File: src/rtl/pico_pkg.sv
// Shared opcodes, ALU function codes and sequencer states for the picoMIPS decoder.
// Widths are fixed here; the top casts them to its parametrised field widths.
package pico_pkg;
  localparam int OP_ADD  = 'h0;
  localparam int OP_ADDI = 'h1;
  localparam int OP_SUB  = 'h2;
  localparam int OP_MUL  = 'h3;
  localparam int OP_HOLD = 'h4;
  localparam int OP_BEQ  = 'h5;
  localparam int OP_BNE  = 'h6;
  localparam int OP_NOP  = 'hF;

  localparam int RADD = 0;
  localparam int RSUB = 1;
  localparam int RMUL = 2;

  typedef enum logic {RUN, MULWAIT} state_t;
endpackage

File: src/rtl/pico_sync.sv
// Multi-flop synchroniser for the asynchronous HOLD switch; STAGES edges of latency.
module pico_sync #(
  parameter int STAGES = 2
) (
  input  logic clk,
  input  logic nReset,
  input  logic i_d,
  output logic o_q
);
  logic [STAGES-1:0] r_chain;

  always_ff @(posedge clk or negedge nReset) begin
    if (!nReset) r_chain <= '0;
    else         r_chain <= {r_chain[STAGES-2:0], i_d};
  end

  assign o_q = r_chain[STAGES-1];
endmodule

File: src/rtl/pico_seq_decoder.sv
// Sequencing picoMIPS decoder: combinational control decode plus MUL stall counter and HOLD handshake.
// Optional zero-flag branches are enabled by defining PICO_BRANCH_EN.
module pico_seq_decoder
  import pico_pkg::*;
#(
  parameter int OPCODE_W    = 4,
  parameter int ALUF_W      = 4,
  parameter int MUL_CYCLES  = 3,
  parameter int SYNC_STAGES = 2
) (
  input  logic                clk,
  input  logic                nReset,
  input  logic [OPCODE_W-1:0] opcode,
  input  logic                swhold,
  input  logic                inflag,
  input  logic                zflag,
  output logic                PCincr,
  output logic                PCload,
  output logic [ALUF_W-1:0]   ALUfunc,
  output logic                imm,
  output logic                ipc,
  output logic                w,
  output logic                holdflag,
  output logic                busy
);
  localparam int CNT_W = $clog2(MUL_CYCLES) + 1;
  localparam logic [CNT_W-1:0]    CNT_LAST = CNT_W'(MUL_CYCLES - 1);
  localparam logic [OPCODE_W-1:0] L_ADD  = OPCODE_W'(OP_ADD);
  localparam logic [OPCODE_W-1:0] L_ADDI = OPCODE_W'(OP_ADDI);
  localparam logic [OPCODE_W-1:0] L_SUB  = OPCODE_W'(OP_SUB);
  localparam logic [OPCODE_W-1:0] L_MUL  = OPCODE_W'(OP_MUL);
  localparam logic [OPCODE_W-1:0] L_HOLD = OPCODE_W'(OP_HOLD);
  localparam logic [ALUF_W-1:0]   L_RADD = ALUF_W'(RADD);
  localparam logic [ALUF_W-1:0]   L_RSUB = ALUF_W'(RSUB);
  localparam logic [ALUF_W-1:0]   L_RMUL = ALUF_W'(RMUL);

  state_t            r_state;
  logic [CNT_W-1:0]  r_mul_cnt;
  logic              r_holdflag;
  logic              w_sw_s;
  logic              w_pcincr, w_imm, w_ipc, w_we, w_busy;
  logic [ALUF_W-1:0] w_alu;
`ifdef PICO_BRANCH_EN
  localparam logic [OPCODE_W-1:0] L_BEQ = OPCODE_W'(OP_BEQ);
  localparam logic [OPCODE_W-1:0] L_BNE = OPCODE_W'(OP_BNE);
  logic              w_pcload;
`endif

  pico_sync #(.STAGES(SYNC_STAGES)) u_sync (
    .clk    (clk),
    .nReset (nReset),
    .i_d    (swhold),
    .o_q    (w_sw_s)
  );

  always_comb begin
    w_pcincr = 1'b1;
    w_alu    = L_RADD;
    w_imm    = 1'b0;
    w_ipc    = 1'b0;
    w_we     = 1'b0;
    w_busy   = 1'b0;
`ifdef PICO_BRANCH_EN
    w_pcload = 1'b0;
`endif
    if (r_state == MULWAIT) begin
      // opcode is ignored while stalled: the PC still points at the MUL
      w_alu = L_RMUL;
      if (r_mul_cnt == CNT_LAST) begin
        w_we = 1'b1;
      end else begin
        w_pcincr = 1'b0;
        w_busy   = 1'b1;
      end
    end else begin
      case (opcode)
        L_ADD:  begin w_we = 1'b1; w_ipc = inflag; end
        L_ADDI: begin w_we = 1'b1; w_imm = 1'b1; end
        L_SUB:  begin w_we = 1'b1; w_ipc = inflag; w_alu = L_RSUB; end
        L_MUL: begin
          w_alu = L_RMUL;
          if (MUL_CYCLES == 1) begin
            w_we = 1'b1;
          end else begin
            w_pcincr = 1'b0;
            w_busy   = 1'b1;
          end
        end
        L_HOLD: w_pcincr = (w_sw_s != r_holdflag);
`ifdef PICO_BRANCH_EN
        L_BEQ:  begin w_imm = 1'b1; w_pcload = zflag;  w_pcincr = !zflag; end
        L_BNE:  begin w_imm = 1'b1; w_pcload = !zflag; w_pcincr = zflag;  end
`endif
        default: ;
      endcase
    end
  end

  always_ff @(posedge clk or negedge nReset) begin
    if (!nReset) begin
      r_state    <= RUN;
      r_mul_cnt  <= '0;
      r_holdflag <= 1'b0;
    end else begin
      case (r_state)
        RUN: begin
          if (opcode == L_MUL && MUL_CYCLES > 1) begin
            r_state   <= MULWAIT;
            r_mul_cnt <= CNT_W'(1);
          end else if (opcode == L_HOLD) begin
            r_holdflag <= w_sw_s;
          end
        end
        MULWAIT: begin
          if (r_mul_cnt == CNT_LAST) begin
            r_state   <= RUN;
            r_mul_cnt <= '0;
          end else begin
            r_mul_cnt <= r_mul_cnt + CNT_W'(1);
          end
        end
        default: r_state <= RUN;
      endcase
    end
  end

  assign PCincr   = nReset & w_pcincr;
  assign ALUfunc  = nReset ? w_alu : L_RADD;
  assign imm      = nReset & w_imm;
  assign ipc      = nReset & w_ipc;
  assign w        = nReset & w_we;
  assign busy     = nReset & w_busy;
  assign holdflag = r_holdflag;
`ifdef PICO_BRANCH_EN
  assign PCload   = nReset & w_pcload;
`else
  // zflag has no consumer without branches; PCload stays low
  assign PCload   = zflag & 1'b0;
`endif
endmodule
File: config.mk
export PLATFORM = sky130hd
export DESIGN_NAME = pico_seq_decoder
export DESIGN_NICKNAME = d
export VERILOG_FILES = /design/src/rtl/pico_pkg.sv /design/src/rtl/pico_sync.sv /design/src/rtl/pico_seq_decoder.sv
export SDC_FILE = /design/constraint.sdc
export NUM_CORES = 1
export LEC_CHECK = 0
export BUFFER_PORTS_ARGS = -buffer_cell sky130_fd_sc_hd__clkbuf_2
export CORE_AREA = 2 2 39 41
export CTS_CLUSTER_DIAMETER = 60
export DETAILED_ROUTE_END_ITERATION = 16
export DIE_AREA = 0 0 41 43
export PLACE_DENSITY_LB_ADDON = 0.15
export SYNTH_ARGS = -nofsm -noshare
export SYNTH_HDL_FRONTEND = slang
export SYNTH_SLANG_ARGS = --single-unit
File: constraint.sdc
create_clock -name clk -period 1.05 [get_ports clk]
set_input_delay 0.0525 -clock clk [delete_from_list [all_inputs] [get_ports clk]]
set_output_delay 0.0525 -clock clk [all_outputs]
set_load 0.02 [all_outputs]
Word-level counts from Yosys, hierarchy flattened
Cells that the tools add are included.
Widths: inputs -> output; s select.
- reduce and logical (&&, ||, !) cells: 4
- equality and inequality tests: 7
- bitwise operators: 7
- multiplexer cells: 19
- add/subtract/negate cells: 1
- operators by type and width (cell ; number):
    $mux 1 ; 11
    $eq 4x2->1 const B ; 2
    $mux 3 ; 2
    $pmux 3 s2 ; 1
    $and 1x1->1 ; 5
    $eq 4x1->1 const B ; 1
    $eq 4x3->1 const B ; 1
    $logic_not 4->1 ; 1
    $mux 4 ; 1
    $pmux 1 s2 ; 2
    $pmux 2 s2 ; 1
    $add 3x1->3 const B ; 1
    $eq 3x2->1 const B ; 1
    $reduce_and 3->1 ; 1
    $reduce_or 3->1 ; 1
    $mux 2 ; 1
    $ne 2x2->1 const B ; 1
    $not 1->1 ; 2
    $reduce_or 2->1 ; 1
    $ne 1x1->1 ; 1
- word-level logic and storage cells: 42
- flip-flop bits (word level): 7

Logic depth before layout (Yosys ltp)
Gate-level depths: netlist of the first run.
- depth after elaboration: 5
- gate-level depth with buffers: 4
- depth with buffers taken out: 3

Modules after synthesis
Synthesis of the first run repeated with hierarchy kept, for this count alone.
- cell total of the unflattened synthesis: 47
- area total of the unflattened synthesis: 441.7 sq um
- modules (own cells, without submodules) (module ; seq. area each (sq um) ; cells an instance ; area each (sq um) ; times used):
    pico_seq_decoder ; 125.1 ; 45 ; 391.6 ; 1
    pico_sync ; 50.0 ; 2 ; 50.0 ; 1

Worst setup path before layout of the first run
Ideal clock, no wire load.
- kind: flip-flop to output port
- from: register r_state
- to: output imm
- buffers on the path: 1
- arrival time: 1256 ps
- stages on the path, launching flop included: 5
- slack: -258 ps
- cell sequence: dfrtp_1 -> buf_4 -> nor2b_2 -> nand2_1 -> nor3b_1
- word-level cells in the longest chain between the ends: 2
- ends and longest elaborated chain (what ; line ; source):
    start, declared ; pico_seq_decoder.sv:37 ; state_t r_state;
    start signal, assigned ; pico_seq_decoder.sv:101 ; r_state <= RUN;
    start signal, assigned ; pico_seq_decoder.sv:108 ; r_state <= MULWAIT;
    start signal, assigned ; pico_seq_decoder.sv:116 ; r_state <= RUN;
    $mux 1 ; pico_seq_decoder.sv:66 ; if (r_state == MULWAIT) begin
    $and 1x1->1 ; pico_seq_decoder.sv:129 ; assign imm = nReset & w_imm;
    end, declared ; pico_seq_decoder.sv:20 ; output logic imm,
No other way between the ends.

Worst setup path in the final report of the first run
- from: register r_state
- to: output ALUfunc[0]
- word-level cells in the longest chain between the ends: 2
- ends and longest elaborated chain (what ; line ; source):
    $mux 2 ; pico_seq_decoder.sv:66 ;
    $mux 4 ; pico_seq_decoder.sv:128 ; assign ALUfunc = nReset ? w_alu : L_RADD;
    end, declared ; pico_seq_decoder.sv:19 ; output logic [ALUF_W-1:0] ALUfunc,
No other way between the ends.

==> results of run 1 <==
[per-stage QoR]
step                       util  hold slack [ns]  worst slack (ns)  power, mW  instance area, um2
final                     0.599            0.258            -0.378       2.01                 830
after global routing      0.599            0.261            -0.473       2.15                 830
after CTS                 0.562            0.194            -0.384       1.85                 778
after detailed placement  0.460           0.0114            -0.167       1.36                 637
after global placement    0.460          0.00254            -0.154       1.36                 637
after floorplan               -           -0.243           -0.0808       1.07                 508
[worst paths after layout]
kind	start	to	slack (ns)	cells after the start
max	r_state	ALUfunc[0]	-0.38	5
min	opcode[0]	r_state	0.26	3
max reg2reg	r_state	holdflag	-0.35	5
min reg2reg	u_sync.r_chain[0]	u_sync.r_chain[1]	0.35	0
max in group asynchronous	nReset	r_mul_cnt[1]	0.43	3
min in group asynchronous	nReset	holdflag	0.38	3
[kinds of logic after synthesis]
kind of cell | Yosys count | synth area share
simple gates | 20 | 0.300
compound gates | 12 | 0.173
flops | 7 | 0.397
buf+inv | 5 | 0.0765
xor+xnor | 1 | 0.0198
mux | 1 | 0.0255
other cells | 1 | 0.00849
[synthesized netlist by cell type]
cell type,number
inv_1,1
a31oi_1,3
nor4_1,1
o21a_1,1
buf_4,4
nor3_1,1
nor2_1,1
nor2_2,1
a211oi_1,1
a21oi_1,5
a211o_1,1
xnor2_1,1
nor2b_2,2
and3_1,2
nand2b_1,1
nor2b_1,1
nand2_1,5
and2_1,1
nor4_4,1
dfrtp_1,7
mux2_1,1
nor3b_1,2
conb_1,1
nand3b_1,1
a31o_1,1
[registers in the layout (all words and copies together) (netlist names)]
name            flops
r_state             1
u_sync.r_chain      2
r_mul_cnt           3
holdflag            1
[power breakdown]
group / internal [mW] / switching [mW]
clock network: 0.144 / 0.0894
logic: 0.719 / 0.587
registers: 0.373 / 0.0988
[area by class of cell]
type | instances | area [um2] | area share
Inverter | 1 | 3.75 | 0.00452
Tap cell | 16 | 20.0 | 0.0241
Clock buffer | 4 | 26.3 | 0.0317
Multi-Input combinational cell | 37 | 343 | 0.413
Sequential cell | 7 | 175 | 0.211
Timing Repair Buffer | 31 | 262 | 0.315
[worst min-delay path: cells and delay by family]
family          cells  cell delay (ns)
buf+inv             1             0.17
compound gates      2             0.23
[what timing repair did]
action	in CTS	in global routing
hold buffers	2	0
endpoints found under the setup margin	11	10
gates resized for setup	16	12
buffers inserted	3	2
pin swaps	4	4
hold endpoints to repair	8	0
[metal layers]
| layer | vias up | track usage | share of wire |
|---|---|---|---|
| met4 | 0 | 0.120 | 0.012 |
| met5 | - | 0 | 0 |
| met3 | 2 | 0.0471 | 0.053 |
| li1 | 230 | - | - |
| met1 | 222 | 0.177 | 0.37 |
| met2 | 15 | 0.231 | 0.56 |
==> results.md, run 1 <==
* **TritonCTS buffer count** 3
* **highest-count cells in the layout ignoring fill and taps** buf_4, clkbuf_2, dfrtp_1, nand2_1, clkbuf_8
* **leakage dissipation** 0.384 nW
* **final setup margin** -0.378 ns
* **max-slew violation total from the final report** 0
* **cell type contributing the most total cell area after synthesis** dfrtp_1
* **antenna viol nets, final** 0
* **RSZ-0062 raised after global routing** true
* **Total Routing Usage GR** 0.156
* **sum of negative setup slack** -2.72 ns
* **clock tree from TritonCTS** built
* **clk sinks** 7
* **startpoint types** flop
* **routability congestion estimate** 0.777
* **FILL cells** 128
* **# rows** 14
* **dominant cells by area after synthesis** dfrtp_1, buf_4, a21oi_1
* **YS warnings** 0
* **DRC viols** 0
* **crit path capture type** output port
* **maximum frequency from static timing analysis** 700 MHz
* **register area share after synthesis** 0.397
* **Period Utilization, post-route** 1.36
* **arrival time reported for the critical path endpoint** 1.38 ns
* **count of maximum capacitance violations** 0
* **first-pass GRT wire length** 1770 um
* **P per Cell Area** 2430 mW/mm2
* **via count normalized by instance count** 4.89
* **effective utilization at floorplan** 0.319
* **synthesized area divided by synthesized cell count** 9.40 um2
* **standard cell core area** 0.00138 mm2
* **count of buffers from port buffering** 15
* **critical-path cell with the highest stage delay** dfrtp_1
* **floorplan die width** 41 um
* **fraction of post-synthesis cell area in the top cell type by area** 0.397
* **DIE HEIGHT** 43 um
* **worst endpoint required time** 1.00 ns
* **fin crit period** 1.43 ns
* **global route total overflow** 0
* **fin nets** 90
* **number of library cell types mapped by synthesis** 25
* **via count of the first global-routing pass** 451
* **run status** finished, violations left
* **WL/cell** 12.7 um
* **violated checks** negative setup slack
* **clock root buffer** clkbuf_4
* **via count** 469
* **number of violations reported at the end of detailed-routing iteration 0** 6
* **antenna cell count** 0
* **clock-pin transition on the worst setup and hold timing paths** 0.05 ns
* **area growth from synthesis to layout** 87.8%
* **die area** 0.00176 mm2
* **peak per-stage delay on the critical path** 0.39 ns
* **chain of cells forming the critical path** buf_6 > nor2b_4 > nand2_2 > nor3b_4 > clkbuf_8
* **pin count of the biggest net entering global routing** 8
* **total number of H-tree levels** 1
* **fraction of layout instances using a drive strength above 1** 0.638
* **clk_lat worst skew** 0.24 ns
* **hold violation total from the final report** 0
* **CP max FO** 5
* **Min-Delay Path Class** input port to flop
* **register bit count reported by yosys** 7
* **Crit path max-delay family** simple AND/OR/NAND/NOR gates
* **final non-filler cell total** 96
* **Max Root-Sink Buffers** 2
* **Max VDD drop** 1.37 mV
* **commonest non-fill, non-tap cell in the layout** buf_4
* **cell total after placement** 85
* **total buffers and inverters traversed by the critical path** 2
* **Routed Wire Length** 1220 um
* **initial antenna violation count** 0
* **crit path kind** flop to output port
* **Detail Placement HPWL** 774 um
* **post-synthesis instance area** 442 um2
* **skew final** 0.00398 ns
* **number of setup violations in the final report** 9
* **post-synthesis instance total** 47
* **I/O pin cnt** 20
* **Pre-antenna DRT Iters** 4
Power figures use the tool's default switching activity.
==> run 2: changes to the inputs <==
Settings changed: CTS_CLUSTER_DIAMETER 60 to 200, SETUP_SLACK_MARGIN set to 0.05.
==> run 2 against run 1 <==
Against the previous run: the flow still finishes with violations (negative setup slack); sequential share of layout area fell by 0.29 points; first-iteration DRC count is 50% lower; setup slack better by 0.015 ns; final cell count increased by 4.2%; largest cell class unchanged.
==> results.md, run 2 (synthesis gave the netlist of run 1 again) <==
* **clock-pin transition on the worst setup and hold timing paths** 0.05 ns, about the same
* **via count normalized by instance count** 4.62, -5.4%
* **clk sinks** 7, unchanged
* **clock root buffer** clkbuf_4
* **crit path capture type** output port
* **Detail Placement HPWL** 869 um, +12%
* **pin count of the biggest net entering global routing** 6, -2
* **first-pass GRT wire length** 1770 um, -0.39%
* **area of all sequential standard cells** 176 um2, +0.71%
* **register with the most flip-flops** r_mul_cnt
* **total number of H-tree levels** 1, unchanged
* **critical-path cell with the highest stage delay** dfrtp_2
* **fin nets** 94, +4.4%
* **DIE HEIGHT** 43 um, unchanged
* **# rows** 14, unchanged
* **Routed Wire Length** 1170 um, -3.5%
* **fin crit period** 1.41 ns, -0.0146 ns
* **RSZ-0062 raised after global routing** true
* **antenna viol nets, final** 0, unchanged
* **maximum frequency from static timing analysis** 708 MHz, +1.0%
* **CP max FO** 4, -1
* **WL/cell** 11.7 um, -7.4%
* **number of violations reported at the end of detailed-routing iteration 0** 3, -3
* **count of buffers from port buffering** 15, unchanged
* **highest-count cells in the layout ignoring fill and taps** buf_4, clkbuf_2, dfrtp_1, buf_6, a21oi_2
* **worst hold margin** 0.242 ns, -0.0162 ns
* **DRC viols** 0, unchanged
* **hold violation total from the final report** 0, unchanged
* **Max VDD drop** 1.48 mV, +7.9%
* **violated checks** negative setup slack
* **post-route design area** 847 um2, +2.1%
* **clk_lat worst skew** 0.24 ns, about the same
* **skew final** 0.000175 ns, -0.00380 ns
* **via count** 462, -1.5%
* **antenna cell count** 0, unchanged
* **initial antenna violation count** 0, unchanged
* **chain of cells forming the critical path** buf_6 > nor2b_4 > nand3b_1 > nor3_4 > clkbuf_8
* **arrival time reported for the critical path endpoint** 1.36 ns, -0.02 ns
* **startpoint types** flop
* **max-slew violation total from the final report** 0, unchanged
* **worst endpoint required time** 1.00 ns, about the same
* **TritonCTS buffer count** 3, unchanged
* **flip-flop count of the largest register, all copies and words added** 3, unchanged
* **Min-Delay Path Class** input port to flop
* **Pre-antenna DRT Iters** 3, -1
* **fraction of layout instances using a drive strength above 1** 0.690, +0.0530
* **standard cell core area** 0.00138 mm2, unchanged
* **global route total overflow** 0, unchanged
* **largest registers** r_mul_cnt: 3 flops, u_sync.r_chain: 2 flops
* **FILL cells** 120, -6.3%
* **clock tree from TritonCTS** built
* **commonest non-fill, non-tap cell in the layout** buf_4
* **via count of the first global-routing pass** 445, -1.3%
* **final setup margin** -0.363 ns, +0.0146 ns
* **area occupied by multi-input gates** 343 um2, unchanged
* **die area** 0.00176 mm2, unchanged
* **Total Routing Usage GR** 0.144, -0.0120
* **placed cell area** 701 um2, +10%
* **run status** finished, violations left
* **floorplan die width** 41 um, unchanged
* **crit path kind** flop to output port
* **area growth from synthesis to layout** 91.8%
* **peak per-stage delay on the critical path** 0.43 ns, +0.04 ns
* **Period Utilization, post-route** 1.35, -0.0139
* **I/O pin cnt** 20, unchanged
* **leakage dissipation** 0.398 nW, +3.6%
* **effective utilization at floorplan** 0.319, unchanged
* **number of setup violations in the final report** 10, +1
* **count of maximum capacitance violations** 0, unchanged
* **routability congestion estimate** 0.784, +0.86%
* **Max Root-Sink Buffers** 2, unchanged
* **P per Cell Area** 2440 mW/mm2, +0.55%
## run 2: what timing repair did
item,4_1_cts,5_1_grt
resized for setup,8,19
buffers inserted,0,2
pin swaps,4,5
hold buffers,2,0
endpoints found under the setup margin,12,12
hold endpoints to repair,8,0
## run 2: through the flow
stage                     power, mW  setup slack (ns)  utilization  setup TNS (ns)  cells
final                          2.07            -0.363        0.612           -2.77    100
after global routing           2.23            -0.463        0.612           -3.46    100
after CTS                      1.82            -0.379        0.561           -2.86     99
after detailed placement       1.52            -0.171        0.506          -0.990     93
after global placement         1.51            -0.151        0.506          -0.680     93
after floorplan                1.08           -0.0808            -          -0.188     49
## run 2: area by class of cell
class | instances | share of cell area
inverters | 1 | 0.00443
well taps | 16 | 0.0236
multi-input cells | 37 | 0.405
clock buffers | 4 | 0.0310
flip-flops and latches | 7 | 0.208
repair buffers | 35 | 0.328
## run 2: final timing paths
check	to	slack, ns	from	cells after the start
max	ipc	-0.36	r_state	5
min	r_state	0.24	opcode[1]	3
max reg2reg	r_mul_cnt[2]	-0.18	r_state	6
min reg2reg	u_sync.r_chain[1]	0.35	u_sync.r_chain[0]	0
max in group asynchronous	r_mul_cnt[2]	0.63	nReset	3
min in group asynchronous	r_state	0.30	nReset	3
## run 2: routing by layer
layer,wire [um],vias up,global-route usage
met3,59,0,0.0314
li1,-,238,-
met4,0,0,0.0400
met2,589,13,0.228
met5,0,-,0
met1,525,211,0.191
## run 2: power breakdown
part	internal [mW]	switching (mW)
clock network	0.144	0.0895
logic	0.743	0.599
registers	0.377	0.112
## run 2: critical path: cells and delay by family (launching register included)
family | cells | cell delay (ns)
flops | 1 | 0.43
simple gates | 3 | 0.39
buf+inv | 2 | 0.29
